<file path="config.mk">
export PLATFORM = sky130hd
export DESIGN_NAME = interconnect_cfg_loader
export DESIGN_NICKNAME = d
export VERILOG_FILES = /design/src/rtl/interconnect_cfg_loader_pkg.sv /design/src/rtl/interconnect_cfg_loader_shift.sv /design/src/rtl/interconnect_cfg_loader.sv
export SDC_FILE = /design/constraint.sdc
export NUM_CORES = 1
export LEC_CHECK = 0
export BUFFER_PORTS_ARGS = -buffer_cell sky130_fd_sc_hd__buf_2
export CAP_MARGIN = 20
export CORE_MARGIN = 2
export CORE_UTILIZATION = 45
export DETAILED_ROUTE_END_ITERATION = 12
export GPL_ROUTABILITY_DRIVEN = 0
export GPL_TIMING_DRIVEN = 0
export PLACE_DENSITY = 0.69
export RECOVER_POWER = 100
export SKIP_LAST_GASP = 1
export SLEW_MARGIN = 5
export SYNTH_ARGS = -nofsm -noshare
export SYNTH_HDL_FRONTEND = slang
export SYNTH_SLANG_ARGS = --single-unit
</file>
<file path="constraint.sdc">
create_clock -name clk -period 2.1 [get_ports clk]
set_clock_uncertainty 0.15 [all_clocks]
set_input_delay 0.315 -clock clk [delete_from_list [all_inputs] [get_ports clk]]
set_output_delay 0.315 -clock clk [all_outputs]
set_load 0.1 [all_outputs]
</file>
<file path="src/rtl/interconnect_cfg_loader_pkg.sv">
// Shared constants and state encoding for the
// interconnect mux configuration loader.
package interconnect_cfg_loader_pkg;

  localparam int DEF_NUM_MUX = 4;
  localparam int SEL_W       = 6;
  localparam int MAX_SEL     = 39;
  localparam int SYNC_W      = 8;
  localparam logic [SYNC_W-1:0] SYNC = 8'hA5;

  localparam int I_BASE  = 0;
  localparam int Q_BASE  = 16;
  localparam int RQ_BASE = 24;
  localparam int BY_BASE = 32;

  typedef enum logic [2:0] {
    ST_IDLE   = 3'd0,
    ST_SHIFT  = 3'd1,
    ST_CHECK  = 3'd2,
    ST_COMMIT = 3'd3,
    ST_ERROR  = 3'd4
  } state_e;

  function automatic logic sel_legal(
    input logic [SEL_W-1:0] s
  );
    return s <= SEL_W'(MAX_SEL);
  endfunction

endpackage

</file>
<file path="src/rtl/interconnect_cfg_loader_shift.sv">
// Serial-in parallel-out register, MSB first.
// Ports: clk, rst_b, en (shift), clr (zero), din, q.
module cfg_shift_reg #(
  parameter int W = 8
) (
  input  logic         clk,
  input  logic         rst_b,
  input  logic         en,
  input  logic         clr,
  input  logic         din,
  output logic [W-1:0] q
);

  always_ff @(posedge clk or negedge rst_b) begin
    if (!rst_b)   q <= '0;
    else if (clr) q <= '0;
    else if (en)  q <= {q[W-2:0], din};
  end

endmodule

</file>
<file path="src/rtl/interconnect_cfg_loader.sv">
// Serial loader for interconnect mux selects.
// Ports: clk, rst_b, prgm_b, cfg_din/valid/ready,
// interconnect_switch, CLB_prgm_b, cfg_done, cfg_error.
module interconnect_cfg_loader
  import interconnect_cfg_loader_pkg::*;
#(
  parameter int NUM_MUX = DEF_NUM_MUX
) (
  input  logic                     clk,
  input  logic                     rst_b,
  input  logic                     prgm_b,
  input  logic                     cfg_din,
  input  logic                     cfg_valid,
  output logic                     cfg_ready,
  output logic [NUM_MUX*SEL_W-1:0] interconnect_switch,
  output logic                     CLB_prgm_b,
  output logic                     cfg_done,
  output logic                     cfg_error
);

  localparam int DATA_W = NUM_MUX * SEL_W;
  localparam int PAY_W  = DATA_W + SEL_W;
  localparam int CNT_W  = $clog2(PAY_W + 1);

  state_e state_q, state_d;

  logic accept;
  logic sync_hit;
  logic abort;
  logic last_data;
  logic last_chk;
  logic frame_ok;
  logic win_en, pay_en, pay_clr;

  // 7 stored bits plus the live bit form the
  // 8-bit sync window, so a match is seen on
  // the edge that accepts its last bit.
  logic [SYNC_W-2:0] win_q;
  logic [PAY_W-1:0]  pay_q;
  logic [PAY_W-1:0]  pay_nxt;
  logic [DATA_W-1:0] commit_sel;
  logic [CNT_W-1:0]  cnt_q, cnt_d;

  assign cfg_ready = rst_b && !prgm_b &&
    (state_q inside {ST_IDLE, ST_SHIFT, ST_CHECK});

  assign accept = cfg_valid && cfg_ready;

  assign sync_hit = (state_q == ST_IDLE) && accept &&
    ({win_q, cfg_din} == SYNC);

  assign abort = prgm_b &&
    (state_q inside {ST_SHIFT, ST_CHECK});

  assign last_data = accept && (state_q == ST_SHIFT) &&
    (cnt_q == CNT_W'(DATA_W - 1));

  assign last_chk = accept && (state_q == ST_CHECK) &&
    (cnt_q == CNT_W'(PAY_W - 1));

  assign win_en  = (state_q == ST_IDLE) && accept;
  assign pay_en  = accept &&
    (state_q inside {ST_SHIFT, ST_CHECK});
  assign pay_clr = sync_hit || abort ||
    (state_q inside {ST_COMMIT, ST_ERROR});

  cfg_shift_reg #(.W(SYNC_W - 1)) u_win (
    .clk   (clk),
    .rst_b (rst_b),
    .en    (win_en),
    .clr   (sync_hit),
    .din   (cfg_din),
    .q     (win_q)
  );

  cfg_shift_reg #(.W(PAY_W)) u_pay (
    .clk   (clk),
    .rst_b (rst_b),
    .en    (pay_en),
    .clr   (pay_clr),
    .din   (cfg_din),
    .q     (pay_q)
  );

  // Frame check looks at the payload including
  // the chk bit arriving on this edge.
  assign pay_nxt = {pay_q[PAY_W-2:0], cfg_din};

  always_comb begin
    logic [SEL_W-1:0] x;
    logic [SEL_W-1:0] w;
    logic             legal;
    x     = '0;
    legal = 1'b1;
    for (int i = 0; i < NUM_MUX; i++) begin
      w = pay_nxt[PAY_W-1-i*SEL_W -: SEL_W];
      x = x ^ w;
      if (!sel_legal(w)) legal = 1'b0;
    end
    frame_ok = legal && (x == pay_nxt[SEL_W-1:0]);
  end

  // word0 arrives first and lands on mux 0.
  always_comb begin
    commit_sel = '0;
    for (int i = 0; i < NUM_MUX; i++) begin
      commit_sel[i*SEL_W +: SEL_W] =
        pay_q[PAY_W-1-i*SEL_W -: SEL_W];
    end
  end

  always_comb begin
    cnt_d = cnt_q;
    if (pay_clr)     cnt_d = '0;
    else if (pay_en) cnt_d = cnt_q + 1'b1;
  end

  always_comb begin
    state_d = state_q;
    unique case (state_q)
      ST_IDLE: begin
        if (sync_hit) state_d = ST_SHIFT;
      end
      ST_SHIFT: begin
        if (abort)          state_d = ST_IDLE;
        else if (last_data) state_d = ST_CHECK;
      end
      ST_CHECK: begin
        if (abort)
          state_d = ST_IDLE;
        else if (last_chk)
          state_d = frame_ok ? ST_COMMIT : ST_ERROR;
      end
      ST_COMMIT: state_d = ST_IDLE;
      ST_ERROR:  state_d = ST_IDLE;
      default:   state_d = ST_IDLE;
    endcase
  end

  always_ff @(posedge clk or negedge rst_b) begin
    if (!rst_b) begin
      state_q <= ST_IDLE;
      cnt_q   <= '0;
    end else begin
      state_q <= state_d;
      cnt_q   <= cnt_d;
    end
  end

  always_ff @(posedge clk or negedge rst_b) begin
    if (!rst_b) begin
      interconnect_switch <= '0;
      CLB_prgm_b          <= 1'b1;
      cfg_done            <= 1'b0;
      cfg_error           <= 1'b0;
    end else begin
      cfg_done <= (state_q == ST_COMMIT);
      if (sync_hit) begin
        CLB_prgm_b <= 1'b1;
        cfg_error  <= 1'b0;
      end
      if (state_q == ST_COMMIT) begin
        interconnect_switch <= commit_sel;
        CLB_prgm_b          <= 1'b0;
      end
      if (state_q == ST_ERROR) cfg_error <= 1'b1;
    end
  end

endmodule
</file>
==> impl_metrics.ini <==
[grt]
globalRouteOverflowTotal = 0
grt_pass1_wl_um = 11200
grt_max_degree = 50
grt_pass1_vias = 2246
grt_usage = 0.1751
grt_antenna_before_repair = 0

[power_and_ir_drop]
powerDensity_nw_per_um2 = 729.1
ir_drop_mv = 0.5139
total_power_uw = 2881
p_leak_uw = 0.002007

[setup_path]
crit_slowest_cell = dfrtp_1
worstPathMaxFanout = 8
required_ns = 1.63
crit_buf_inv = 2
max_stage_delay_ns = 0.36
cp_cell_sequence = buf_2, and2_4, nor4b_4, buf_6
critical_path.startpoint = state_q[1]
rr_startpoint = u_win.q[3]
path_delay_family = simple AND/OR/NAND/NOR gates
end_kind = primary output
critPathLaunchType = flip-flop
crit_arrival_ns = 1.55
worstSetupPathType = flip-flop to primary output

[yosys]
synthFlopType = dfrtp_1
synth_largest_area_cell = dfrtp_1
synth_cells = 302
synth_area_leaders = dfrtp_1, mux2i_1, nand2_1, xnor3_1, nor2_1
synthesis.area_um2 = 3306
synth_nets = 309
synth_top_area_frac = 0.5375
yosys_warnings = 0
ys_types = 35
ys_seq_area_frac = 0.5454
synth-edff-count = 0
async_flop_share = 1.000
syn_area_per_cell_um2 = 10.95
ys_ff_latch = 72

[final_layout]
multi_input_area_um2 = 1399
num_antenna_cells = 0
num-nets-final = 363
layout-drive-gt1-share = 0.2161
nFillCells = 653
area_delta_synth_final_pct = 19.53
final-seq-area_um2 = 1803
postLayoutCellArea_um2 = 3951
layout_commonest_cell = nand2_1
layout_common_cells = nand2_1, dfrtp_1, clkbuf_2, nor2_1, mux2i_1

[floorplanning]
rows = 31
die_y_um = 89.71
dieArea_um2 = 8048
initial_core_util = 0.4607
io_pins = 33
core_um2 = 7176
die_width_um = 89.71

[timing]
relSlewSlack = 0.5834
finalCriticalPeriod_ns = 2.014
finalSetupViolations = 0
hold_viol_final = 0
postLayoutSetupSlackWorst_ns = 0.08583
fin_worst_hold_slack_ns = 0.1154
fmax_ghz = 0.4965
tightestPinTransition_ns = 0.6248
period_share = 0.9591
slew_viol_final = 0

[detailed_routing]
first_pass_iters = 4
drt_wl_total_um = 6679
vias_per_cell = 4.952
antenna_left = 0
vias = 2278
drt_iter0_markers = 146
wl_per_cell_um = 14.52
drt_drc_violations_left = 0

[min_path]
min_from = cfg_din
min_path_type = input port to flip-flop

[cts]
cts_sinks = 72
path_clk_slew_ns = 0.08
root_buffer = clkbuf_8
htree_levels = 3
clockBufferDepth = 2
clk_latency_ns = 0.35
cts_buffers = 9
tritoncts = built

[outcome]
status = finished clean

[placement]
placed_cell_area_um2 = 3643
hpwl_um = 4422
portBuffers = 32
pre_cts_ws_ns = -0.4622

[job]
drv_cap = 0
## registers in the layout, summed over array words and instances (netlist names)
name,cells
cfg_error,1
cnt_q,5
cfg_done,1
interconnect_switch,24
state_q,3
CLB_prgm_b,1
u_win.q,7
u_pay.q,30
## timing repair
item	in CTS	in global routing
pin swaps	0	2
hold buffers	1	4
setup buffers	0	4
cloned	0	1
gates resized for setup	3	5
hold endpoints to repair	71	47
endpoints found under the setup margin	31	40
## layer usage
layer / vias to the layer above / global-route usage / part of all wire
li1: 1112 / - / -
met1: 1117 / 0.2398 / 0.47
met2: 38 / 0.2652 / 0.47
met3: 11 / 0.04443 / 0.035
met4: 0 / 0.07821 / 0.018
met5: - / 0 / 0
## stage by stage
stage / setup TNS [ns] / std cells / utilization
2_1_floorplan: -0.1150 / 302 / -
3_3_place_gp: -51.34 / 433 / 0.5036
3_5_place_dp: -15.06 / 434 / 0.5078
4_1_cts: 0 / 451 / 0.5447
5_1_grt: -0.03154 / 460 / 0.5507
6_report: 0 / 460 / 0.5507
## cell families after synthesis
| logic type | Yosys count | share of synthesized area |
|---|---|---|
| simple gates | 133 | 0.1787 |
| flops | 72 | 0.5454 |
| mux | 34 | 0.1045 |
| xor+xnor | 23 | 0.08592 |
| compound gates | 20 | 0.03898 |
| buf+inv | 17 | 0.03595 |
| fa+ha+maj | 3 | 0.01060 |
## worst register-to-register path, stage by stage (launching register included)
cell      delay (ns)
dfrtp_1         0.40
nor4bb_1        0.40
nand4_1         0.31
nand2_2         0.25
clkbuf_2        0.29
nor2_1          0.09
## cells in the mapped netlist, types with 2 or more instances
cell      instances
nand3b_1          2
buf_2             5
nor2_1           35
xnor3_1           6
dfrtp_1          71
ha_1              2
a21oi_1           3
buf_6             2
o21ai_0           9
nand3_1           2
a22o_1            4
buf_8             3
xor2_1            9
nor4bb_1          2
clkbuf_1          4
mux2i_1          30
xnor2_1           8
nand2_1          79
nor4b_1           3
mux2_2            4
nand4_1           4
inv_1             2
## path summary, 6_finish.rpt
kind                                           end  slack [ns]  depth (start not counted)
hold reg to reg            interconnect_switch[18]        0.32                          2
setup / recovery                         cfg_ready        0.09                          4
hold / removal                          u_win.q[0]        0.12                          2
max in group asynchronous   interconnect_switch[7]        0.40                          5
min in group asynchronous               CLB_prgm_b        0.82                          4
setup reg to reg                       u_pay.q[29]        0.10                          5
## cell type report
class | count | area share
plain buffers | 14 | 0.02945
clock buffers | 10 | 0.03230
clock inverters | 6 | 0.02755
inverters | 3 | 0.002850
multi-input cells | 213 | 0.3540
flip-flops and latches | 72 | 0.4563
well taps | 99 | 0.03135
repair buffers | 43 | 0.06618
## power by group
part           internal (µW)  total, µW  switching, µW
clock network            787       1290            505
logic                   63.7        128           64.8
registers               1430       1460           30.3
Power figures use the tool's default switching activity.
